<file path="src/rtl/envelope_adsr.sv">
// ADSR envelope generator that scales a valid/ready sample stream by the
// current envelope level. Level moves only on accepted samples; state moves
// on any clock edge.
// Optional feature: define ENVELOPE_ROUNDING_EN to round the scaled result
// half up instead of truncating toward negative infinity.
module envelope_adsr #(
  parameter int unsigned width_p        = 12,
  parameter int unsigned env_width_p    = 8,
  parameter int unsigned attack_rate_p  = 1,
  parameter int unsigned decay_rate_p   = 1,
  parameter int unsigned release_rate_p = 1
) (
  input  logic                   clk_i,
  input  logic                   reset_i,
  input  logic                   gate_i,
  input  logic [env_width_p-1:0] sustain_i,
  input  logic                   valid_i,
  output logic                   ready_o,
  input  logic [width_p-1:0]     data_i,
  output logic                   valid_o,
  input  logic                   ready_i,
  output logic [width_p-1:0]     data_o,
  output logic                   active_o
);

  localparam int unsigned prod_w = width_p + env_width_p + 1;

  localparam logic [env_width_p-1:0] lmax_c = '1;
  localparam logic [env_width_p-1:0] atk_c  = env_width_p'(attack_rate_p);
  localparam logic [env_width_p-1:0] dcy_c  = env_width_p'(decay_rate_p);
  localparam logic [env_width_p-1:0] rel_c  = env_width_p'(release_rate_p);

  typedef enum logic [2:0] {
    S_IDLE,
    S_ATTACK,
    S_DECAY,
    S_SUSTAIN,
    S_RELEASE
  } state_e;

  state_e                 state_q, state_n;
  logic [env_width_p-1:0] level_q, level_n;

  logic                   accept_c;
  logic [env_width_p:0]   atk_sum;
  logic [env_width_p-1:0] atk_sat;
  logic [env_width_p-1:0] dcy_sub;
  logic [env_width_p-1:0] dcy_sat;
  logic [env_width_p-1:0] rel_sat;

  logic [prod_w-1:0]        data_ext;
  logic [prod_w-1:0]        lvl_ext;
  logic signed [prod_w-1:0] prod;
  logic signed [prod_w-1:0] prod_r;
  logic [width_p-1:0]       scaled;
  logic                     unused_prod_bits;

  assign ready_o  = ~valid_o | ready_i;
  assign accept_c = valid_i & ready_o;

  // Saturating level steps; each rate never exceeds LMAX so one carry bit suffices
  always_comb begin
    atk_sum = {1'b0, level_q} + {1'b0, atk_c};
    atk_sat = atk_sum[env_width_p] ? lmax_c : atk_sum[env_width_p-1:0];
    dcy_sub = (level_q > dcy_c) ? (level_q - dcy_c) : '0;
    dcy_sat = (dcy_sub > sustain_i) ? dcy_sub : sustain_i;
    rel_sat = (level_q > rel_c) ? (level_q - rel_c) : '0;
  end

  // Signed sample times unsigned level; the full-width product cannot overflow
  always_comb begin
    data_ext = {{(env_width_p + 1){data_i[width_p-1]}}, data_i};
    lvl_ext  = {{width_p{1'b0}}, 1'b0, level_q};
    prod     = $signed(data_ext) * $signed(lvl_ext);
`ifdef ENVELOPE_ROUNDING_EN
    prod_r   = prod + $signed(prod_w'(1) << (env_width_p - 1));
`else
    prod_r   = prod;
`endif
    scaled   = prod_r[env_width_p +: width_p];
  end

  // Bits below the binary point and the spare sign bit are dropped by design
  assign unused_prod_bits = ^{prod_r[prod_w-1], prod_r[env_width_p-1:0]};

  // Next-state and next-level decode
  always_comb begin
    state_n = state_q;
    level_n = level_q;
    unique case (state_q)
      S_IDLE: begin
        level_n = '0;
        if (gate_i) state_n = S_ATTACK;
      end
      S_ATTACK: begin
        if (!gate_i) begin
          state_n = S_RELEASE;
        end else if (level_q == lmax_c) begin
          state_n = S_DECAY;
        end else if (accept_c) begin
          level_n = atk_sat;
          if (atk_sat == lmax_c) state_n = S_DECAY;
        end
      end
      S_DECAY: begin
        if (!gate_i) begin
          state_n = S_RELEASE;
        end else if (level_q <= sustain_i) begin
          level_n = sustain_i;
          state_n = S_SUSTAIN;
        end else if (accept_c) begin
          level_n = dcy_sat;
          if (dcy_sat <= sustain_i) state_n = S_SUSTAIN;
        end
      end
      S_SUSTAIN: begin
        if (!gate_i) begin
          state_n = S_RELEASE;
        end else begin
          level_n = sustain_i;
        end
      end
      S_RELEASE: begin
        if (gate_i) begin
          state_n = S_ATTACK;
        end else if (level_q == '0) begin
          state_n = S_IDLE;
        end else if (accept_c) begin
          level_n = rel_sat;
          if (rel_sat == '0) state_n = S_IDLE;
        end
      end
      default: begin
        state_n = S_IDLE;
        level_n = '0;
      end
    endcase
  end

  // State, level and activity flag registers
  always_ff @(posedge clk_i) begin
    if (reset_i) begin
      state_q  <= S_IDLE;
      level_q  <= '0;
      active_o <= 1'b0;
    end else begin
      state_q  <= state_n;
      level_q  <= level_n;
      active_o <= (state_n != S_IDLE);
    end
  end

  // Output skid register: load on accept, drop on consume, hold on stall
  always_ff @(posedge clk_i) begin
    if (reset_i) begin
      valid_o <= 1'b0;
      data_o  <= '0;
    end else if (accept_c) begin
      valid_o <= 1'b1;
      data_o  <= scaled;
    end else if (ready_i) begin
      valid_o <= 1'b0;
    end
  end

endmodule

</file>
<file path="config.mk">
export PLATFORM = sky130hd
export DESIGN_NAME = envelope_adsr
export DESIGN_NICKNAME = d
export VERILOG_FILES = /design/src/rtl/envelope_adsr.sv
export SDC_FILE = /design/constraint.sdc
export NUM_CORES = 1
export LEC_CHECK = 0
export CORE_MARGIN = 4
export CORE_UTILIZATION = 53
export CTS_CLUSTER_DIAMETER = 40
export CTS_CLUSTER_SIZE = 24
export DETAILED_ROUTE_END_ITERATION = 12
export PLACE_DENSITY = 0.73
export SETUP_SLACK_MARGIN = 0.05
export SKIP_CTS_REPAIR_TIMING = 1
export SLEW_MARGIN = 10
export SYNTH_ARGS = -nofsm -noshare
export SYNTH_HDL_FRONTEND = slang
export SYNTH_SLANG_ARGS = --single-unit
</file>
<file path="constraint.sdc">
create_clock -name clk_i -period 7.4 [get_ports clk_i]
set_clock_uncertainty 0.15 [all_clocks]
set_input_delay 1.48 -clock clk_i [delete_from_list [all_inputs] [get_ports clk_i]]
set_output_delay 1.48 -clock clk_i [all_outputs]
set_load 0.01 [all_outputs]
</file>
==> results by group <==
Critical path
  – Crit path cell chain: clkdlybuf4s50_1 -> and2_1 -> fa_1 -> fa_1 -> inv_1 -> fa_1 -> inv_1 -> fa_1 -> ha_1 -> and3_1 -> a221o_1 -> a41oi_1 -> a21oi_1 -> a22oi_1 -> mux2_2 -> o22ai_1
  – Worst Setup End Kind: register
  – CP delay by family, top: adder cells
  – WP data required: 7450 ps
  – Crit path to: data_o[10]$_SDFFE_PP0P_
  – Setup crit start: data_i[8]
  – Crit path buffers/inverters: 3
  – Critical Path AT: 6680 ps
  – R2R Setup Slk: 1680 ps
  – Crit path max fanout: 8
  – CP max-delay cell: clkdlybuf4s50_1
  – Number of cells on the critical path: 16
  – Most frequent CP cell: fa_1
  – Largest stage delay on the critical path: 570 ps
  – Worst R2R Start: level_q[1]$_SDFFE_PP0P_
  – Crit path launch type: input pin
  – Reg-to-Reg End: data_o[10]$_SDFFE_PP0P_
  – R2R cell count: 15
  – Setup CP Type: in2reg

Synth
  – Post-synthesis cell count: 659
  – Synth warnings: 0
  – Syn Nets: 821
  – Synth Cell Area: 5500 µm²
  – Post-synth EDFFs: 0
  – Primary FF master, synth: dfxtp_1
  – Mean Syn Cell Area: 8.35 µm²
  – Count of cell types in the netlist: 63
  – Register area share after synthesis: 0.0909
  – FFs w/ async S/R, synth: 0
  – #FFs+latches synth: 25

Clock tree
  – H-tree levels: 1
  – Clk sinks: 25
  – CTS tree: built
  – Worst-path clk slew: 90 ps
  – Clk_lat worst skew: 280 ps
  – Clock Tree Buf Depth: 2
  – CTS buffer count: 3
  – CTS root buffer: clkbuf_8

Global routing
  – Vias in the first global route: 4955
  – Largest net degree at the start of global routing: 27
  – Antenna violations before repair: 0
  – Gr usage total: 0.245
  – First-pass GRT wire length: 23500 µm
  – Total gr overflow: 0

Power
  – Psw: 100 µW
  – Sw frac: 0.323
  – Cell Int Power: 210 µW
  – Total power: 310 µW
  – Maximum VDD drop: 55.8 µV
  – Power per cell area: 51.5 nW/µm²
  – Clock Power Share: 0.286
  – Comb pwr share: 0.268
  – Pleak: 2.96 nW
  – Sequential Power Share: 0.445

Placement
  – Routability congestion estimate: 0.880
  – Place WS: 491 ps
  – Final HPWL DP: 10900 µm
  – Placed Cells: 811
  – IO buf count: 39

Finish
  – Area delta synth->final: 9.43%
  – Fill cells: 906
  – Layout Cells excl Fill: 815
  – Most frequent cells in the layout: inv_1, fa_1, nand2_1
  – Final net count: 845
  – Commonest non-fill, non-tap cell in the layout: inv_1
  – Share of cells above drive strength 1: 0.0411
  – ANT cells: 0

Outcome
  – Outcome: finished, final reports clean

Floorplanning
  – Die width: 110 µm
  – Core footprint: 9950 µm²
  – Io pins: 40
  – Die ar.: 12100 µm²
  – Std-Cell Rows: 36
  – Initial Util: 0.553
  – Die Span Y: 110 µm

Drt
  – DRT antenna net count: 0
  – Total wire length: 13500 µm
  – Router iterations before antenna repair: 5
  – Routed length per instance: 16.5 µm
  – Drt drc: 0
  – Via/cell ratio: 5.69
  – Starting DRT DRC Count: 272
  – Via count: 4635

STA
  – Final WS setup: 772 ps
  – Final Cycle Share: 0.896
  – Max-slew violations: 0
  – Final hold violations: 0
  – Unrepaired setup endpoints after global routing: no
  – Post-route minimum period: 6630 ps
  – Worst slew pin tran: 861 ps
  – Max Clk Rate: 0.151 GHz
  – Relative slew slack: 0.425
  – Setup TNS: 0 ps
  – Final setup violation count: 0

Run
  – Max Cap Viol: 0

Min path
  – Worst hold path class: reg2reg
-- synthesized netlist by cell type (2+ instances only) --
library cell    n  area, µm²
nor3_1         13       65.1
buf_2           3       15.0
a21oi_1        31        155
nand4b_1        3       26.3
nor4b_1         2       17.5
o211ai_1        2       15.0
o211a_1         2       20.0
fa_1           75       1500
and2_1         57        357
mux2_2          7       78.8
inv_1         115        432
nand3b_1        2       15.0
o22ai_1         2       12.5
a221oi_1        4       35.0
a41oi_1         2       17.5
buf_6           2       22.5
nor3b_1         2       15.0
a22oi_1         3       22.5
clkbuf_1       14       52.6
nand3_1         7       35.0
ha_1           62        776
xnor2_1        12        105
a31oi_1         5       31.3
o31ai_1         2       15.0
o2bb2ai_1       8       70.1
o21ai_1         2       10.0
xor2_1          8       70.1
a211oi_1        5       37.5
nor2b_1         6       37.5
nor2_1         30        113
buf_1           3       11.3
mux2i_1         4       40.0
and3_1          5       31.3
nand2b_1        6       37.5
a21o_1          4       30.0
o21bai_1        2       15.0
nand2_1        65        244
o21a_1          4       30.0
or4_1           3       22.5
o21ai_0        17       85.1
or2_2           3       18.8
nor4_2          2       25.0
nand4_1         7       43.8
dfxtp_1        25        500
buf_4           3       22.5
-- through the flow --
stage / hold slack, ps / utilization / instance area, µm²
after global placement: 293 / 0.600 / 5970
final: 320 / 0.605 / 6020
after global routing: 354 / 0.605 / 6020
after floorplan: 326 / - / 5500
after detailed placement: 300 / 0.600 / 5970
after CTS: 323 / 0.605 / 6020
-- how the worst min path moves through the flow --
stage	startpoint	endpoint	slack, ps	depth (start not counted)
2_1_floorplan	data_o[0]$_SDFFE_PP0P_	data_o[0]$_SDFFE_PP0P_	330	2
3_3_place_gp	data_o[5]$_SDFFE_PP0P_	data_o[5]$_SDFFE_PP0P_	290	2
3_5_place_dp	data_o[6]$_SDFFE_PP0P_	data_o[6]$_SDFFE_PP0P_	300	2
4_1_cts	data_o[6]$_SDFFE_PP0P_	data_o[6]$_SDFFE_PP0P_	320	2
5_1_grt	data_o[5]$_SDFFE_PP0P_	data_o[5]$_SDFFE_PP0P_	350	2
6_report	data_o[6]$_SDFFE_PP0P_	data_o[6]$_SDFFE_PP0P_	320	2
-- metal layers --
| metal | global-route usage | wire length (µm) | vias to the layer above |
|---|---|---|---|
| met3 | 0.0311 | 712 | 20 |
| li1 | - | - | 2199 |
| met1 | 0.322 | 5740 | 2282 |
| met2 | 0.431 | 6780 | 134 |
| met5 | 0 | 0 | - |
| met4 | 0.0508 | 214 | 0 |
-- worst register-to-register path, cell delays in order, from the launching register on --
cell,delay [ps]
dfxtp_1,900
and2_1,320
fa_1,430
fa_1,510
inv_1,50
fa_1,480
inv_1,50
fa_1,470
ha_1,360
and3_1,220
a221o_1,310
a41oi_1,370
a21oi_1,240
a22oi_1,280
mux2_2,370
o22ai_1,120
-- power groups by stage --
stage                     logic, mW  clock network, mW  registers, mW
final                        0.0833             0.0889          0.138
after global routing         0.0930             0.0946          0.139
after CTS                    0.0825             0.0886          0.138
after detailed placement     0.0818                  0          0.141
after global placement       0.0794                  0          0.141
after floorplan              0.0450                  0          0.142
-- flip-flops by register name, indices dropped and copies added, names as in the netlist --
register  cells
state_q       3
data_o       12
level_q       8
valid_o       1
active_o      1
-- area by class of cell --
| type | instances | area [µm²] | share of cell area |
|---|---|---|---|
| Sequential cell | 25 | 500 | 0.0831 |
| Clock buffer | 3 | 41.3 | 0.00686 |
| Clock inverter | 1 | 7.51 | 0.00125 |
| Inverter | 115 | 432 | 0.0717 |
| Tap cell | 133 | 166 | 0.0276 |
| Multi-Input combinational cell | 494 | 4450 | 0.738 |
| Timing Repair Buffer | 44 | 428 | 0.0710 |
-- kinds of logic after synthesis --
kind of cell,count (synthesis),share of synthesized area
multiplexers,11,0.0216
XOR/XNOR,20,0.0318
adder cells (fa/ha/maj),137,0.414
AND/OR/NAND/NOR,220,0.213
AO/OA/AOI/OAI,106,0.128
buffers and inverters,140,0.101
flip-flops,25,0.0909
(Power assumes the default switching activity.)
